`src/rtl/mc_ctrl.sv`:
```
// Multi-cycle MIPS control unit: owns the instruction register, sequences
// FETCH/DECODE/EXEC/MEM/WB and arbitrates the single memory port.
module mc_ctrl (
   input  logic        clk,
   input  logic        reset_n,
   input  logic [31:0] mem_rdata,
   input  logic        mem_ack,
   input  logic        zero,
   output logic        mem_req,
   output logic        mem_we,
   output logic [31:0] instr,
   output logic        pc_we,
   output logic [1:0]  pc_src,
   output logic [1:0]  ext_op,
   output logic        alu_src_b,
   output logic [1:0]  alu_op,
   output logic        reg_we,
   output logic [1:0]  reg_dst,
   output logic [1:0]  wd_src,
   output logic        illegal,
   output logic [2:0]  state
);

   typedef enum logic [2:0] {
      S_FETCH  = 3'd0,
      S_DECODE = 3'd1,
      S_EXEC   = 3'd2,
      S_MEM    = 3'd3,
      S_WB     = 3'd4
   } state_t;

   state_t      state_q, state_d;
   logic [31:0] instr_q, instr_d;

   logic [5:0] opcode_s, funct_s;
   logic is_nop_s, is_rtype_s, is_addu_s, is_subu_s, is_jr_s, is_ori_s, is_lui_s;
   logic is_lw_s, is_sw_s, is_beq_s, is_j_s, is_jal_s, is_illegal_s;
   logic [1:0] exec_ext_op_s;
   logic       exec_src_b_s;
   logic mem_req_s, mem_we_s, pc_we_s, reg_we_s, illegal_s;

   assign opcode_s     = instr_q[31:26];
   assign funct_s      = instr_q[5:0];
   assign is_nop_s     = (instr_q == 32'd0);
   assign is_rtype_s   = (opcode_s == 6'b000000);
   assign is_addu_s    = is_rtype_s && (funct_s == 6'b100001);
   assign is_subu_s    = is_rtype_s && (funct_s == 6'b100011);
   assign is_jr_s      = is_rtype_s && (funct_s == 6'b001000);
   assign is_ori_s     = (opcode_s == 6'b001101);
   assign is_lui_s     = (opcode_s == 6'b001111);
   assign is_lw_s      = (opcode_s == 6'b100011);
   assign is_sw_s      = (opcode_s == 6'b101011);
   assign is_beq_s     = (opcode_s == 6'b000100);
   assign is_j_s       = (opcode_s == 6'b000010);
   assign is_jal_s     = (opcode_s == 6'b000011);
   assign is_illegal_s = !(is_nop_s || is_addu_s || is_subu_s || is_jr_s || is_ori_s ||
                           is_lui_s || is_lw_s || is_sw_s || is_beq_s || is_j_s || is_jal_s);

   // Extender/ALU-B selects chosen in EXEC; re-decoded from instr so they hold through MEM and WB.
   assign exec_ext_op_s = is_ori_s ? 2'd0 : (is_lui_s ? 2'd2 : 2'd1);
   assign exec_src_b_s  = !(is_addu_s || is_subu_s || is_beq_s);

   // Next-state and per-state control decode (pc_we in FETCH is Mealy on mem_ack).
   always_comb begin
      state_d   = state_q;
      instr_d   = instr_q;
      mem_req_s = 1'b0;
      mem_we_s  = 1'b0;
      pc_we_s   = 1'b0;
      reg_we_s  = 1'b0;
      illegal_s = 1'b0;
      pc_src    = 2'd0;
      ext_op    = 2'd1;
      alu_src_b = 1'b0;
      alu_op    = 2'd0;
      reg_dst   = 2'd0;
      wd_src    = 2'd0;
      if (state_q == S_EXEC || state_q == S_MEM || state_q == S_WB) begin
         ext_op    = exec_ext_op_s;
         alu_src_b = exec_src_b_s;
      end else begin
         ext_op    = 2'd1;
         alu_src_b = 1'b0;
      end
      case (state_q)
         S_FETCH: begin
            mem_req_s = 1'b1;
            if (mem_ack) begin
               instr_d = mem_rdata;
               pc_we_s = 1'b1;
               state_d = S_DECODE;
            end else begin
               state_d = S_FETCH;
            end
         end
         S_DECODE: begin
            state_d = S_FETCH;
            if (is_j_s) begin
               pc_we_s = 1'b1;
               pc_src  = 2'd2;
            end else if (is_jal_s) begin
               pc_we_s  = 1'b1;
               pc_src   = 2'd2;
               reg_we_s = 1'b1;
               reg_dst  = 2'd2;
               wd_src   = 2'd2;
            end else if (is_jr_s) begin
               pc_we_s = 1'b1;
               pc_src  = 2'd3;
            end else if (is_nop_s) begin
               state_d = S_FETCH;
            end else if (is_illegal_s) begin
               illegal_s = 1'b1;
            end else begin
               state_d = S_EXEC;
            end
         end
         S_EXEC: begin
            if (is_subu_s || is_beq_s) begin
               alu_op = 2'd1;
            end else if (is_ori_s || is_lui_s) begin
               alu_op = 2'd2;
            end else begin
               alu_op = 2'd0;
            end
            if (is_beq_s) begin
               pc_we_s = zero;
               pc_src  = 2'd1;
               state_d = S_FETCH;
            end else if (is_lw_s || is_sw_s) begin
               state_d = S_MEM;
            end else begin
               state_d = S_WB;
            end
         end
         S_MEM: begin
            mem_req_s = 1'b1;
            mem_we_s  = is_sw_s;
            if (mem_ack) begin
               state_d = is_lw_s ? S_WB : S_FETCH;
            end else begin
               state_d = S_MEM;
            end
         end
         S_WB: begin
            reg_we_s = 1'b1;
            reg_dst  = (is_addu_s || is_subu_s) ? 2'd1 : 2'd0;
            wd_src   = is_lw_s ? 2'd1 : 2'd0;
            state_d  = S_FETCH;
         end
         default: begin
            state_d = S_FETCH;
         end
      endcase
   end

   // State and instruction register.
   always_ff @(posedge clk or negedge reset_n) begin
      if (!reset_n) begin
         state_q <= S_FETCH;
         instr_q <= 32'd0;
      end else begin
         state_q <= state_d;
         instr_q <= instr_d;
      end
   end

   // Strobes are forced low while reset is held so nothing escapes before the first edge.
   assign mem_req = mem_req_s & reset_n;
   assign mem_we  = mem_we_s  & reset_n;
   assign pc_we   = pc_we_s   & reset_n;
   assign reg_we  = reg_we_s  & reset_n;
   assign illegal = illegal_s & reset_n;
   assign instr   = instr_q;
   assign state   = state_q;

endmodule

```
`config.mk`:
```
export PLATFORM = sky130hd
export DESIGN_NAME = mc_ctrl
export DESIGN_NICKNAME = d
export VERILOG_FILES = /design/src/rtl/mc_ctrl.sv
export SDC_FILE = /design/constraint.sdc
export NUM_CORES = 1
export LEC_CHECK = 0
export BUFFER_PORTS_ARGS = -buffer_cell sky130_fd_sc_hd__buf_2
export CORE_MARGIN = 3
export CORE_UTILIZATION = 40
export CTS_CLUSTER_DIAMETER = 80
export DETAILED_ROUTE_END_ITERATION = 10
export HOLD_SLACK_MARGIN = 0.05
export PLACE_DENSITY = 0.68
export SLEW_MARGIN = 20
export SYNTH_ARGS = -nofsm -noshare
export SYNTH_HDL_FRONTEND = slang
export SYNTH_SLANG_ARGS = --single-unit
```
`constraint.sdc`:
```
create_clock -name clk -period 5.33 [get_ports clk]
set_input_delay 1.599 -clock clk [delete_from_list [all_inputs] [get_ports clk]]
set_output_delay 1.599 -clock clk [all_outputs]
set_load 0.03 [all_outputs]
```
# After elaboration in Yosys (flattened, before gate mapping)
# Cells that the tools add are included.
dict set report word_totals {
  out_inout_bits 51
  wordCells 93
  input_bits 36
  regBits 35
}
dict set report op_classes {
  n_bitwise 5
  mux 46
  n_eq_ne 14
  n_reduce_logical 26
}
# cell n
set op_table {}
lappend op_table {{32-bit logical NOT} 1}
lappend op_table {{2-bit two-way mux} 16}
lappend op_table {{6-bit == test, second input constant} 4}
lappend op_table {{1-bit two-way mux} 20}
lappend op_table {{6-bit by 4-bit == test with 1-bit output, second input constant} 3}
lappend op_table {{1-bit logical OR} 17}
lappend op_table {{6-bit by 2-bit == test with 1-bit output, second input constant} 2}
lappend op_table {{3-bit two-way mux} 4}
lappend op_table {{2-bit case mux with 2 select lines} 3}
lappend op_table {{3-bit case mux with 4 select lines} 1}
lappend op_table {{3-bit by 2-bit == test with 1-bit output, second input constant} 2}
lappend op_table {{6-bit by 3-bit == test with 1-bit output, second input constant} 1}
lappend op_table {{6-bit logical NOT} 1}
lappend op_table {{1-bit bitwise AND} 5}
lappend op_table {{3-bit by 1-bit == test with 1-bit output, second input constant} 1}
lappend op_table {{3-bit == test, second input constant} 1}
lappend op_table {{1-bit logical AND} 3}
lappend op_table {{3-bit logical NOT} 1}
lappend op_table {{1-bit case mux with 3 select lines} 1}
lappend op_table {{1-bit case mux with 2 select lines} 1}
lappend op_table {{2-bit AND reduction} 1}
lappend op_table {{2-bit OR reduction} 1}
lappend op_table {{1-bit logical NOT} 1}

# Longest topological paths before layout
# Gate-level depths: netlist of the first run.
dict set report depth {
  word_depth 19
  mapped_depth 5
  depth_no_buf 4
}

# Worst setup path after synthesis of the first run
# OpenSTA, ideal clock, no wires.
dict set report synth_timing {
  path_kind {input to output}
  from {input mem_ack}
  to {output pc_we}
  arrival_time_ns 2.829
  n_path_buf 1
  cell_stages 4
  slack_ns 0.902
  required_ns 3.731
  cell_sequence {nor4b_4 -> buf_6 -> a41oi_1 -> o22ai_1}
}
dict set report synth_between {
  elab_chain_len 3
}
# element line_no
set synth_lines {}
lappend synth_lines {{start: declaration} 7} ;# input logic mem_ack,
lappend synth_lines {{1-bit two-way mux} 88} ;# if (mem_ack) begin
lappend synth_lines {{1-bit case mux with 3 select lines} 85} ;# case (state_q)
lappend synth_lines {{1-bit bitwise AND} 171} ;# assign pc_we = pc_we_s & reset_n;
lappend synth_lines {{end: declaration} 12} ;# output logic pc_we,
# No other way between the ends.

# Final worst setup path of the first run
dict set report layout_timing {
  from {input reset_n}
  to {output pc_we}
}
dict set report layout_between {
  elab_chain_len 1
}
# element line_no
set layout_lines {}
lappend layout_lines {{start: declaration} 5} ;# input logic reset_n,
lappend layout_lines {{1-bit bitwise AND} 171}
# No other way between the ends.

==> flow_metrics.py, run 1 <==
metrics = {
    "yosys": {
        "yosys.area.top_type": "dfrtp_1",
        "synth_top_family_by_area": "multiplexers",
        "synth_seq_cells": 35,
        "synth_mux_area_frac": 0.200,
        "ys_seq_area_frac": 0.505,
        "synth-simple-area-share": 0.160,
        "synth_compound_area_frac": 0.0836,
        "synth.avg_cell_area_um2": 11.8,
        "synth_warnings": 0,
        "netlist-cell-type-count": 37,
        "synthTopCellsByArea": "dfrtp_1 50%, mux2_2 18%, buf_6 2.6%",
        "synth_top_area_share": 0.505,
        "synthAdderAreaFrac": 0,
        "synth_xor_area_frac": 0.00505,
        "syn-cell-area_um2": 1740,
        "synthesis.nets": 183,
        "synthCells": 147,
    },
    "layout": {
        "syn_to_final_growth_pct": 32.5,
        "nets": 271,
        "drive_above_1_share": 0.547,
        "final_util": 0.563,
        "antennaDiodeCount": 0,
        "final_area_um2": 2300,
    },
    "clock_network": {
        "cts_setup_buffers": 0,
        "cts-root-buf": "clkbuf_8",
        "cts_max_level": 2,
        "numCtsBuffers": 5,
        "clockBufferDepth": 2,
        "ctsResizeCount": 0,
        "cts_sinks": 35,
        "cts_tree": "done",
        "insertion_delay_ns": 0.27,
        "postCtsHoldBufs": 0,
        "clk_pin_slew_worst_paths_ns": 0.06,
    },
    "route": {
        "wirelength_mm": 4.12,
        "via_count": 1493,
        "drc": 0,
        "drt_iter0_markers": 123,
        "wire_per_inst_um": 14.4,
        "first_pass_iters": 4,
        "vias_per_cell": 5.22,
        "ant_nets": 0,
    },
    "global_routing": {
        "grt_pass1_vias": 1430,
        "grtUsageTotal": 0.167,
        "grt_max_degree": 36,
        "grt_pass1_wl_mm": 6.81,
        "grt_remaining_overflow": 0,
        "grt_antenna_before_repair": 0,
    },
    "critical_path": {
        "cp_max_fo": 15,
        "arrival_ns": 2.62,
        "cp_slowest_cell": "buf_2",
        "critPathLaunchType": "input pin",
        "cpMostUsedCell": "buf_2",
        "crit_path_cell_trace": "buf_2, nand2b_1, a21oi_1, nand2_1, o22ai_1, buf_2",
        "critPathBufInv": 2,
        "critPathMaxStageDelay_ns": 0.30,
        "critPathKind": "input pin to primary output",
        "cp_top_family": "buffers and inverters",
        "cp-end-kind": "primary output",
        "crit_required_ns": 3.73,
    },
    "timing": {
        "slew_headroom": 0.628,
        "timing.hold.ws_ns": 0.522,
        "grt_setup_unrepaired": "false",
        "fin_skew_ns": 0.00276,
        "post-route-period-util": 0.791,
        "fmax_mhz": 237,
        "layout_min_cycle_time_ns": 4.22,
        "hold_viol_final": 0,
        "final.setup.tns_ns": 0,
        "drv_slew": 0,
        "worst_slack_ns": 1.11,
        "tightest_slew_ns": 0.558,
        "setup_viol": 0,
    },
    "floorplan": {
        "design.portCount": 87,
        "fp.dieArea_um2": 5160,
        "start_util": 0.425,
        "fp.dieW_um": 71.9,
        "core_um2": 4090,
        "chipHeight_um": 71.9,
        "std_cell_rows": 23,
    },
    "power_and_ir_drop": {
        "powerDensity_nw_per_um2": 532,
        "leakagePower_nw": 1.12,
        "vdd_drop_max_mv": 0.297,
    },
    "job": {
        "maxCapViolCount": 0,
    },
    "placement": {
        "dp_hpwl_mm": 3.18,
        "post_dp_cell_area_um2": 2180,
        "gp_congestion": 0.877,
        "port_buffers": 86,
        "place_ws_ns": 1.08,
    },
    "hold_path": {
        "holdCritPathClass": "flip-flop to flip-flop",
    },
    "run_status": {
        "outcome": "finished, final reports clean",
    },
}
-- routing by layer --
| layer | wire, um | part of all wire | GRT usage |
|---|---|---|---|
| met1 | 1860 | 0.45 | 0.247 |
| met2 | 1840 | 0.45 | 0.239 |
| met3 | 408 | 0.099 | 0.0393 |
| met4 | 18 | 0.0044 | 0.0605 |
| met5 | 0 | 0 | 0 |
-- synthesized netlist by cell type --
cell type / n
a211o_2: 1
a211oi_1: 1
a21boi_0: 1
a21o_1: 3
a21oi_1: 6
a31o_2: 1
a32o_1: 1
a41oi_1: 1
and3_1: 1
and4bb_2: 1
buf_2: 1
buf_4: 1
buf_6: 4
clkbuf_1: 1
dfrtp_1: 35
inv_1: 5
mux2_1: 2
mux2_2: 28
mux2i_1: 1
nand2_1: 7
nand2b_1: 3
nand2b_2: 1
nand3_1: 2
nand4_1: 1
nand4b_1: 3
nor2_1: 9
nor2b_1: 1
nor3_1: 7
nor3b_1: 1
nor4_1: 6
nor4b_4: 1
o211ai_1: 2
o21ai_0: 2
o22ai_1: 1
o31a_1: 1
or3_1: 3
xor2_1: 1
-- logic make-up after synthesis --
logic type / Yosys count
AOI/OAI and AO/OA: 21
muxes: 31
and+or+nand+nor: 47
xor gates and xnor gates: 1
DFF: 35
buffers and inverters: 12
-- layout make-up --
| type | instances | area [um^2] |
|---|---|---|
| well taps | 50 | 62.6 |
| clock inverters | 2 | 35.0 |
| fillers | 379 | 1790 |
| multi-input cells | 100 | 779 |
| repair buffers | 88 | 445 |
| clock buffers | 6 | 82.6 |
| flip-flops and latches | 35 | 876 |
| inverters | 5 | 18.8 |
-- state kept, by name, indices dropped and copies added, names as in the netlist --
signal and flops:
instr 32, state 3
-- layout by cell type, fill, tap and decap left out, types with 2 or more instances in the layout --
master,count
o21ai_0,2
buf_4,2
clkbuf_8,6
inv_1,5
nand2_1,7
nand2b_1,3
mux2_1,2
nor2_1,9
nand3_1,2
nor3_1,7
a21oi_1,6
dfrtp_1,35
o211ai_1,2
a21o_1,3
mux2_2,28
nor4_1,6
nand4b_1,3
buf_2,86
or3_1,3
-- worst paths after layout --
kind,slack [ns],endpoint,depth (start not counted),start
worst min-delay path,0.52,instr[20],1,instr[20]
worst min register to register,0.52,instr[20],1,instr[20]
min in group asynchronous,1.23,instr[9],1,reset_n
max in group asynchronous,3.49,instr[30],2,reset_n
worst max register to register,3.46,instr[2],3,state[0]
worst max-delay path,1.11,pc_we,6,reset_n
-- power breakdown --
group,internal (mW),switching (mW)
sequential,0.358,0.104
clock,0.151,0.0841
combinational,0.192,0.333
total,0.701,0.521
-- stage by stage --
stage | power, mW | cells
6_report | 1.22 | 286
5_1_grt | 1.30 | 286
4_1_cts | 1.24 | 286
3_5_place_dp | 0.997 | 278
3_3_place_gp | 0.992 | 278
2_1_floorplan | 0.835 | 147
(Power assumes the default switching activity.)
==> run 2: changes to the inputs <==
clock period = 3.96 ns   (was 5.33 ns; I/O delays follow)
==> run 2 against run 1 <==
  * Global-route usage increased by 0.30 points
  * Via count increased by 0.60%
  * Clock skew increased by 0.00057 ns
  * Register-to-register slack got worse by 1.4 ns
  * Final area decreased by 1.6%
  * Clock-buffer cell count increased by 1
  * Largest power group unchanged
  * Non-clock buffer count unchanged
  * Setup slack got worse by 0.53 ns
  * First-iteration DRC count decreased by 0.81%
  * Sequential share of layout area increased by 0.61 points
==> flow_metrics.py, run 2 (synthesis gave the netlist of run 1 again) <==
metrics = {
    "floorplan": {
        "chipHeight_um": 71.9,
        "fp.dieW_um": 71.9,
        "start_util": 0.425,
        "std_cell_rows": 23,
        "fp.dieArea_um2": 5160,
        "core_um2": 4090,
        "design.portCount": 87,
    },
    "critical_path": {
        "arrival_ns": 2.19,
        "critPathLaunchType": "flip-flop",
        "cp_max_fo": 16,
        "cp-end-kind": "primary output",
        "crit_required_ns": 2.77,
        "critPathKind": "flip-flop to primary output",
    },
    "clock_network": {
        "postCtsHoldBufs": 0,
        "clockBufferDepth": 2,
        "numCtsBuffers": 5,
        "cts_tree": "done",
        "clk_pin_slew_worst_paths_ns": 0.07,
        "cts-root-buf": "clkbuf_8",
        "cts_max_level": 2,
        "cts_sinks": 35,
        "cts_setup_buffers": 0,
        "ctsResizeCount": 0,
        "insertion_delay_ns": 0.28,
    },
    "layout": {
        "largest_reg_flops": 32,
        "final_util": 0.554,
        "nets": 271,
        "drive_above_1_share": 0.538,
        "antennaDiodeCount": 0,
        "multi_input_area_um2": 779,
        "seq_area_um2": 876,
        "layout_commonest_cell": "buf_2",
        "nFillCells": 371,
        "final_cell_mix": "86 x buf_2, 35 x dfrtp_1, 28 x mux2_2, 9 x nor2_1",
        "syn_to_final_growth_pct": 30.4,
    },
    "timing": {
        "slew_headroom": 0.623,
        "grt_setup_unrepaired": "false",
        "drv_slew": 0,
        "post-route-period-util": 0.854,
        "final.setup.tns_ns": 0,
        "timing.hold.ws_ns": 0.525,
        "tightest_slew_ns": 0.566,
        "fmax_mhz": 296,
        "hold_viol_final": 0,
        "layout_min_cycle_time_ns": 3.38,
        "fin_skew_ns": 0.00334,
        "setup_viol": 0,
    },
    "global_routing": {
        "grt_max_degree": 36,
        "grt_antenna_before_repair": 0,
        "grt_remaining_overflow": 0,
        "grtUsageTotal": 0.170,
        "grt_pass1_vias": 1407,
        "grt_pass1_wl_mm": 6.85,
    },
    "power_and_ir_drop": {
        "switching_share": 0.450,
        "power.share.sequential": 0.396,
        "p_comb_frac": 0.452,
        "powerDensity_nw_per_um2": 694,
        "net-switching-power_mw": 0.707,
        "leakagePower_nw": 1.10,
        "power.internal_mw": 0.864,
        "vdd_drop_max_mv": 0.433,
        "clockPowerShare": 0.152,
    },
    "placement": {
        "dp_hpwl_mm": 3.14,
        "gp_congestion": 0.852,
        "port_buffers": 86,
    },
    "route": {
        "first_pass_iters": 4,
        "wirelength_mm": 4.20,
        "via_count": 1502,
        "vias_per_cell": 5.25,
        "drc": 0,
        "ant_nets": 0,
        "drt_iter0_markers": 122,
        "wire_per_inst_um": 14.7,
    },
    "job": {
        "maxCapViolCount": 0,
    },
    "run_status": {
        "outcome": "finished, final reports clean",
    },
    "hold_path": {
        "holdCritPathClass": "flip-flop to flip-flop",
    },
}
-- run 2: cell count changes in the layout (fill, tap and decap cells not counted), sizes merged --
cell	delta
bufinv	-1
clkbuf	+1
-- run 2: stage by stage --
step	area, um^2	power [mW]	worst slack [ns]	instances
2_1_floorplan	1740	1.12	0.354	147
3_3_place_gp	2180	1.34	0.715	278
3_5_place_dp	2180	1.34	0.700	278
4_1_cts	2260	1.59	0.599	286
5_1_grt	2260	1.67	0.430	286
6_report	2260	1.57	0.580	286
-- run 2: power groups by stage --
| stage | Sequential (mW) | Clock (mW) | Combinational [mW] |
|---|---|---|---|
| floorplan | 0.841 | 0 | 0.283 |
| global placement | 0.626 | 0 | 0.709 |
| detailed placement | 0.625 | 0 | 0.716 |
| CTS | 0.621 | 0.248 | 0.718 |
| global route | 0.645 | 0.268 | 0.758 |
| finish | 0.622 | 0.239 | 0.709 |
-- run 2: final cells by class --
type	count	share of cell area
timing repair buffer	88	0.197
tap	50	0.0276
inverter	5	0.00829
sequential	35	0.387
multi-input combinational	100	0.344
clock buffer	7	0.0337
clock inverter	1	0.00221
-- run 2: final timing paths --
check                               start  slack [ns]  depth (start not counted)   endpoint
worst max-delay path             state[0]        0.58                          4    illegal
worst min-delay path            instr[20]        0.53                          1  instr[20]
worst max register to register   state[0]        2.06                          3  instr[30]
worst min register to register  instr[20]        0.53                          1  instr[20]
max in group asynchronous         reset_n        2.61                          2   state[1]
min in group asynchronous         reset_n        0.74                          1  instr[28]
-- run 2: metal layers --
metal  track usage  vias to the layer above  part of all wire
li1              -                      716                 -
met1         0.240                      710              0.44
met2         0.243                       70              0.45
met3        0.0575                        6              0.11
met4        0.0626                        0             0.010
met5             0                        -                 0
-- run 2: worst max-delay path, cell delays in order, from the launching register on --
cell and delay (ns):
dfrtp_1 0.70, nor3b_1 0.54, o211ai_1 0.16, a211oi_1 0.27, buf_2 0.24
==> run 3: changes to the inputs <==
PLACE_DENSITY = 0.71   (was 0.68)
==> run 3 against run 2 <==
  * Die area is the same
  * Maximum frequency shrank 0.81%
  * Via count shrank 1.1%
  * Power grew 2.2%
  * Setup slack lost 0.027 ns
  * Flip-flop and latch count is the same
  * Combinational power is essentially flat
  * First-iteration DRC count grew 7.4%
  * Sequential power is essentially flat
  * Sequential share of layout area shrank 0.38 points
  * Largest cell class unchanged
  * Highest routed layer unchanged
==> flow_metrics.py, run 3 (synthesis gave the netlist of run 1 again) <==
metrics = {
    "run_status": {
        "outcome": "finished, final reports clean",
    },
    "critical_path": {
        "cp_slowest_cell": "dfrtp_1",
        "crit_required_ns": 2.77,
        "cp-end-kind": "primary output",
        "critPathBufInv": 1,
        "crit_path_cell_trace": "nor3b_1, o211ai_1, a211oi_1, buf_2",
        "critPathMaxStageDelay_ns": 0.68,
        "critPathLaunchType": "flip-flop",
        "startpoint": "state[0]",
        "rr_startpoint": "state[0]",
        "critPathKind": "flip-flop to primary output",
        "cp_max_fo": 16,
        "arrival_ns": 2.22,
        "cp_top_family": "flip-flops",
    },
    "power_and_ir_drop": {
        "powerDensity_nw_per_um2": 702,
        "power.internal_mw": 0.898,
        "leakagePower_nw": 1.11,
        "net-switching-power_mw": 0.707,
        "switching_share": 0.440,
        "clockPowerShare": 0.172,
        "vdd_drop_max_mv": 0.392,
        "p_comb_frac": 0.442,
        "power.share.sequential": 0.386,
    },
    "floorplan": {
        "std_cell_rows": 23,
        "fp.dieArea_um2": 5160,
        "chipHeight_um": 71.9,
        "core_um2": 4090,
        "start_util": 0.425,
        "design.portCount": 87,
        "fp.dieW_um": 71.9,
    },
    "global_routing": {
        "grt_pass1_vias": 1414,
        "grtUsageTotal": 0.167,
        "grt_pass1_wl_mm": 6.79,
        "grt_remaining_overflow": 0,
        "grt_antenna_before_repair": 0,
        "grt_max_degree": 36,
    },
    "placement": {
        "dp_hpwl_mm": 3.20,
        "place_inst": 278,
        "port_buffers": 86,
        "gp_congestion": 0.884,
    },
    "clock_network": {
        "insertion_delay_ns": 0.28,
        "ctsResizeCount": 0,
        "cts_max_level": 2,
        "clk_pin_slew_worst_paths_ns": 0.07,
        "cts_sinks": 35,
        "numCtsBuffers": 5,
        "cts-root-buf": "clkbuf_8",
        "postCtsHoldBufs": 0,
        "cts_tree": "done",
        "cts_setup_buffers": 0,
        "clockBufferDepth": 2,
    },
    "timing": {
        "drv_slew": 0,
        "final.setup.tns_ns": 0,
        "grt_setup_unrepaired": "false",
        "slew_headroom": 0.599,
        "post-route-period-util": 0.861,
        "fmax_mhz": 293,
        "fin_skew_ns": 0.00457,
        "setup_viol": 0,
        "tightest_slew_ns": 0.600,
        "hold_viol_final": 0,
        "layout_min_cycle_time_ns": 3.41,
    },
    "layout": {
        "drive_above_1_share": 0.547,
        "largest_reg_flops": 32,
        "final_cell_mix": "86 x buf_2, 35 x dfrtp_1, 28 x mux2_2, 9 x nor2_1",
        "final_cells": 286,
        "multi_input_area_um2": 779,
        "seq_area_um2": 876,
        "antennaDiodeCount": 0,
        "nFillCells": 388,
        "layout_commonest_cell": "buf_2",
        "syn_to_final_growth_pct": 31.7,
        "nets": 271,
    },
    "route": {
        "drc": 0,
        "vias_per_cell": 5.19,
        "drt_iter0_markers": 131,
        "via_count": 1485,
        "ant_nets": 0,
        "wirelength_mm": 4.15,
        "wire_per_inst_um": 14.5,
        "first_pass_iters": 4,
    },
    "hold_path": {
        "hold_start": "instr[23]",
        "holdCritPathClass": "flip-flop to flip-flop",
    },
    "job": {
        "maxCapViolCount": 0,
    },
}
## run 3: changes by cell type in the layout (fill, tap and decap cells not counted)
| cell | previous run | this run |
|---|---|---|
| clkinvlp_4 | 0 | 1 |
| clkbuf_1 | 2 | 0 |
| clkinv_2 | 1 | 0 |
| clkbuf_8 | 5 | 7 |
## run 3: path summary, 6_finish.rpt
check / cells past startpoint / endpoint / slack, ns
min in group asynchronous: 1 / instr[5] / 0.76
worst min-delay path: 1 / instr[23] / 0.52
worst max-delay path: 4 / illegal / 0.55
worst min register to register: 1 / instr[23] / 0.52
worst max register to register: 3 / instr[30] / 2.08
max in group asynchronous: 2 / instr[30] / 2.58
## run 3: metrics by stage
| step | util | setup slack, ns | hold WS, ns | power (mW) | instance area, um^2 |
|---|---|---|---|---|---|
| 2_1_floorplan | - | 0.354 | 0.706 | 1.12 | 1740 |
| 3_3_place_gp | 0.534 | 0.671 | 0.497 | 1.33 | 2180 |
| 3_5_place_dp | 0.534 | 0.650 | 0.511 | 1.34 | 2180 |
| 4_1_cts | 0.559 | 0.545 | 0.527 | 1.63 | 2290 |
| 5_1_grt | 0.559 | 0.418 | 0.551 | 1.71 | 2290 |
| 6_report | 0.559 | 0.552 | 0.521 | 1.61 | 2290 |
## run 3: power groups by stage
| stage | combinational [mW] | clock [mW] | sequential (mW) |
|---|---|---|---|
| 2_1_floorplan | 0.283 | 0 | 0.841 |
| 3_3_place_gp | 0.709 | 0 | 0.625 |
| 3_5_place_dp | 0.715 | 0 | 0.628 |
| 4_1_cts | 0.717 | 0.288 | 0.622 |
| 5_1_grt | 0.756 | 0.307 | 0.646 |
| 6_report | 0.709 | 0.276 | 0.620 |
## run 3: layout make-up
cell class                      count  area share
Clock buffer                        7      0.0421
Clock inverter                      1     0.00328
Inverter                            5     0.00821
Multi-Input combinational cell    100       0.341
Sequential cell                    35       0.383
Tap cell                           50      0.0274
Timing Repair Buffer               88       0.195
## run 3: routing by layer
metal / routed length [um] / up-vias / track usage
met5: 0 / - / 0
met4: 31 / 0 / 0.0585
met3: 553 / 4 / 0.0729
met2: 1800 / 82 / 0.235
met1: 1770 / 681 / 0.230
li1: - / 718 / -
